`config.mk`:
```
export PLATFORM = sky130hd
export DESIGN_NAME = gb_mbc1_bank_ctrl
export DESIGN_NICKNAME = d
export VERILOG_FILES = /design/src/rtl/gb_mbc1_bank_ctrl.sv
export SDC_FILE = /design/constraint.sdc
export NUM_CORES = 1
export LEC_CHECK = 0
export BUFFER_PORTS_ARGS = -buffer_cell sky130_fd_sc_hd__buf_4
export CAP_MARGIN = 20
export CORE_MARGIN = 4
export CORE_UTILIZATION = 47
export DETAILED_ROUTE_END_ITERATION = 16
export GPL_TIMING_DRIVEN = 0
export HOLD_SLACK_MARGIN = 0.02
export MAX_ROUTING_LAYER = met4
export PLACE_DENSITY = 0.82
export SYNTH_ARGS = -nofsm -noshare
export SYNTH_HDL_FRONTEND = slang
export SYNTH_SLANG_ARGS = --single-unit
```
`constraint.sdc`:
```
create_clock -name clk -period 2.45 [get_ports clk]
set_input_delay 0.49 -clock clk [delete_from_list [all_inputs] [get_ports clk]]
set_output_delay 0.49 -clock clk [all_outputs]
set_load 0.01 [all_outputs]
```
`src/rtl/gb_mbc1_bank_ctrl.sv`:
```
// rtl/gb_mbc1_bank_ctrl.sv - MBC1-style bank controller: nWR sync, register decode, banked ROM/RAM addressing
module gb_mbc1_bank_ctrl #(
  parameter int ROM_ADDR_W     = 17,
  parameter int SYNC_STAGES    = 2,
  parameter int MIN_LOW_CYCLES = 4
) (
  input  logic                  clk,
  input  logic                  rst,
  input  logic [15:0]           address,
  input  logic [7:0]            data_in,
  input  logic                  nWR,
  input  logic                  nRD,
  output logic [ROM_ADDR_W-1:0] rom_addr,
  output logic [14:0]           ram_addr,
  output logic                  ram_rd_en,
  output logic                  ram_wr_stb,
  output logic [7:0]            ram_wdata,
  output logic                  ram_enabled
);

  localparam int CNT_W = $clog2(MIN_LOW_CYCLES + 1);
  localparam logic [CNT_W-1:0] CNT_MAX = CNT_W'(MIN_LOW_CYCLES);

  typedef enum logic [1:0] {IDLE, LOW, COMMIT} state_t;

  state_t                 state;
  logic [CNT_W-1:0]       cnt;
  logic [15:0]            cap_addr;
  logic [7:0]             cap_data;
  logic [4:0]             bank1;
  logic [1:0]             bank2;
  logic                   mode;
  logic [SYNC_STAGES-1:0] nwr_sync;
  logic [1:0]             nrd_sync;
  logic                   nwr_s;
  logic                   nrd_s;
  logic [1:0]             lo_bank;
  logic [20:0]            rom_full;

  assign nwr_s = nwr_sync[SYNC_STAGES-1];
  assign nrd_s = nrd_sync[1];

  // Strobes idle high, so the synchronisers reset to 1 to avoid a spurious edge.
  always_ff @(posedge clk or posedge rst) begin
    if (rst) begin
      nwr_sync <= '1;
      nrd_sync <= 2'b11;
    end else begin
      nwr_sync <= {nwr_sync[SYNC_STAGES-2:0], nWR};
      nrd_sync <= {nrd_sync[0], nRD};
    end
  end

  always_comb begin
    lo_bank  = mode ? bank2 : 2'b00;
    rom_full = address[14] ? {bank2, bank1, address[13:0]}
                           : {lo_bank, 5'b00000, address[13:0]};
  end

  always_ff @(posedge clk or posedge rst) begin
    if (rst) begin
      state       <= IDLE;
      cnt         <= '0;
      cap_addr    <= '0;
      cap_data    <= '0;
      bank1       <= 5'd1;
      bank2       <= 2'd0;
      mode        <= 1'b0;
      rom_addr    <= '0;
      ram_addr    <= '0;
      ram_rd_en   <= 1'b0;
      ram_wr_stb  <= 1'b0;
      ram_wdata   <= '0;
      ram_enabled <= 1'b0;
    end else begin
      rom_addr   <= ROM_ADDR_W'(rom_full);
      ram_addr   <= {lo_bank, address[12:0]};
      ram_rd_en  <= ram_enabled && (address[15:13] == 3'b101) && !nrd_s;
      ram_wr_stb <= 1'b0;

      case (state)
        IDLE: begin
          if (!nwr_s) begin
            state    <= LOW;
            cnt      <= CNT_W'(1);
            cap_addr <= address;
            cap_data <= data_in;
          end
        end
        LOW: begin
          if (!nwr_s) begin
            if (cnt != CNT_MAX) cnt <= cnt + 1'b1;
            cap_addr <= address;
            cap_data <= data_in;
          end else if (cnt >= CNT_MAX) begin
            // Decode here so the new register state is visible during COMMIT.
            state <= COMMIT;
            case (cap_addr[15:13])
              3'b000: ram_enabled <= (cap_data[3:0] == 4'hA);
              3'b001: bank1 <= (cap_data[4:0] == 5'd0) ? 5'd1 : cap_data[4:0];
              3'b010: bank2 <= cap_data[1:0];
              3'b011: mode  <= cap_data[0];
              3'b101: begin
                if (ram_enabled) begin
                  ram_wr_stb <= 1'b1;
                  ram_wdata  <= cap_data;
                  ram_addr   <= {lo_bank, cap_addr[12:0]};
                end
              end
              default: ;
            endcase
          end else begin
            state <= IDLE;
          end
        end
        COMMIT: state <= IDLE;
        default: state <= IDLE;
      endcase
    end
  end

endmodule

```
==> results_dict.tcl <==
set metrics [dict create \
    ys_warn_count 0 \
    synth_top_area_share 0.6587 \
    reg2reg_from "nwr_sync[1]$_DFF_PP1_" \
    stdcell_area_sq_mm 0.003781 \
    synth.most_common_cell "dfrtp_1" \
    cts_setup_buffers 0 \
    async_flop_share 1.000 \
    finish.utilization 0.6312 \
    die_w_um 86.89 \
    synth.area.top_cells "dfrtp_1 (66%), mux2_2 (19%), dfstp_2 (4.5%)" \
    synth_fp_nets 206 \
    avgSynthCellArea_sq_um 16.62 \
    critPathSlowestCell "dfstp_2" \
    cts_tree "built" \
    hold_viol_final 0 \
    slew_headroom 0.4452 \
    cts_hold_buf 0 \
    clk_pin_slew_ns 0.07 \
    cp_cell_sequence "nand4b_4 > nor2_1 > buf_2 > mux2_2" \
    drive_above_1_share 0.5475 \
    status "completed" \
    yosysTopAreaCell "dfrtp_1" \
    start_util 0.4883 \
    die_area_sq_mm 0.007550 \
    vias 1678 \
    wl_per_cell_um 16.19 \
    crit_path_max_fanout 10 \
    drt_iter0_markers 68 \
    cts.repair.resized 0 \
    netlist_top_cells_count "dfrtp_1 (77), mux2_2 (49), and2_1 (5), dfstp_2 (5), inv_1 (5)" \
    cts_htree_levels 3 \
    pin_count 71 \
    rsz0062_at_grt "no" \
    p_leak_nw 1.817 \
    cp_data_required_time_ns 2.68 \
    viasPerCell 4.964 \
    end_kind "flip-flop" \
    finalSetupViolCount 0 \
    syn_area_sq_mm 0.002925 \
    post-route-period-util 0.7675 \
    synth-seq-cells 82 \
    max_cap_violations 0 \
    crit_arrival_ns 2.11 \
    startpoint_type "flip-flop" \
    antenna_found_initial 0 \
    hold_class "in2reg" \
    diodes 0 \
    die_h_um 86.89 \
    ant_nets 0 \
    synth-edff-count 0 \
    synthCells 176 \
    grt_pass1_vias 1810 \
    dpl.hpwl_um 3908 \
    core_area_sq_mm 0.005991 \
    ys_types 26 \
    max_freq_mhz 531.8 \
    clk_path_buf_depth 2 \
    cts-root-buf "clkbuf_8" \
    placed_cell_area_sq_mm 0.003568 \
    wl_um 5473 \
    critPathKind "reg2reg" \
    vdd_ir_drop_max_uv 510.9 \
    area_growth_pct 29.26 \
    cts-buffers-inserted 9 \
    grt_pass1_wl_um 8811 \
    overflow 0 \
    power_density_mw_per_mm2 815.1 \
    startpoint "nwr_sync[1]$_DFF_PP1_" \
    dr.pass1.iters 4 \
    grt_start_max_net_pins 45 \
    finalSetupTns_ns 0 \
    num_rows 28 \
    portBuffers 70 \
    drc 0 \
    synth_ff_type "dfrtp_1" \
    fin_skew_ns 0.007376 \
    fin_crit_ns 1.880 \
    drv_slew 0 \
    hold_start "nWR" \
    clk-insertion-delay-late_ns 0.34 \
    fin_nets 288 \
    place.gp.congestion 0.7482 \
    cts_sinks 82 \
    critical_path.max_stage_delay_ns 0.57 \
    ys_seq_area_frac 0.7036 \
    grt_use_total 0.1631 \
    worst_slew_pin_slew_ns 0.8305 \
]
==> flip-flops by register name, summed over array words and instances (netlist names), 2 cells and up <==
signal and flops:
cap_addr 16, nrd_sync 2, ram_wdata 8, rom_addr 17, ram_addr 15, cap_data 8
state 2, cnt 3, bank1 3, nwr_sync 2, bank2 2
==> stage by stage <==
step / std cells / hold slack, ns / worst slack (ns) / power (W)
finish: 338 / 0.2580 / 0.5697 / 0.003082
global route: 338 / 0.2311 / 0.4840 / 0.003246
CTS: 338 / 0.2398 / 0.5590 / 0.003127
detailed placement: 322 / 0.3506 / 0.5645 / 0.002081
global placement: 321 / 0.3464 / 0.5215 / 0.002044
floorplan: 176 / 0.3452 / 0.8080 / 0.001897
==> path summary, 6_finish.rpt <==
kind	end	slack, ns	depth (start not counted)
max reg2reg	ram_addr[3]$_DFF_PP0_	0.57	4
max	ram_addr[3]$_DFF_PP0_	0.57	4
min reg2reg	nwr_sync[1]$_DFF_PP1_	0.36	0
min	nwr_sync[0]$_DFF_PP1_	0.26	1
min in group asynchronous	rom_addr[1]$_DFF_PP0_	0.30	2
max in group asynchronous	bank1[0]$_DFFE_PP1P_	1.41	3
==> critical path: cells and delay by family, from the launching register on <==
family	cells	cell delay, ns
buf+inv	1	0.35
flops	1	0.57
simple gates	2	0.48
mux	1	0.38
==> power by group <==
part | switching [W] | internal, W | total (W)
logic | 0.000167 | 0.000232 | 0.000399
clock network | 0.000428 | 0.000604 | 0.00103
registers | 0.000118 | 0.00153 | 0.00165
total | 0.000713 | 0.00237 | 0.00308
==> final cells by class <==
cell class / instances / area [sq um]
inverters: 5 / 22.52
clock buffers: 14 / 152.6
multi-input cells: 84 / 827.0
repair buffers: 71 / 545.5
clock inverters: 2 / 60.06
fillers: 441 / 2210
plain buffers: 5 / 21.27
flip-flops and latches: 82 / 2058
well taps: 75 / 93.84
==> routing by layer <==
metal  vias up  part of all wire  track usage  wire length (um)
met1       837              0.39       0.1770              2126
met2        55              0.52       0.2664              2843
met4         0             0.010      0.04674                57
li1        779                 -            -                 -
met5         -                 0            -                 0
met3         7             0.081      0.07852               446
==> cell usage in the layout, fill, tap and decap left out, types with 2 or more instances in the layout <==
cell       instances
dfrtp_1           77
nor2_1             4
mux2_4             2
clkbuf_8          10
and2_1             5
ha_1               2
nand4b_1           2
nand2_1            3
clkbuf_1           7
bufinv_16          2
dfstp_2            5
nor4_1             2
buf_4             70
a21oi_1            2
mux2_2            49
nand4_1            2
inv_1              4
buf_2              2
==> kinds of logic after synthesis <==
kind of cell / share of synthesized area
flip-flops: 0.7036
AO/OA/AOI/OAI: 0.01112
buffers and inverters: 0.01369
AND/OR/NAND/NOR: 0.06073
adder cells (fa/ha/maj): 0.008553
multiplexers: 0.2023
(Power assumes the default switching activity.)
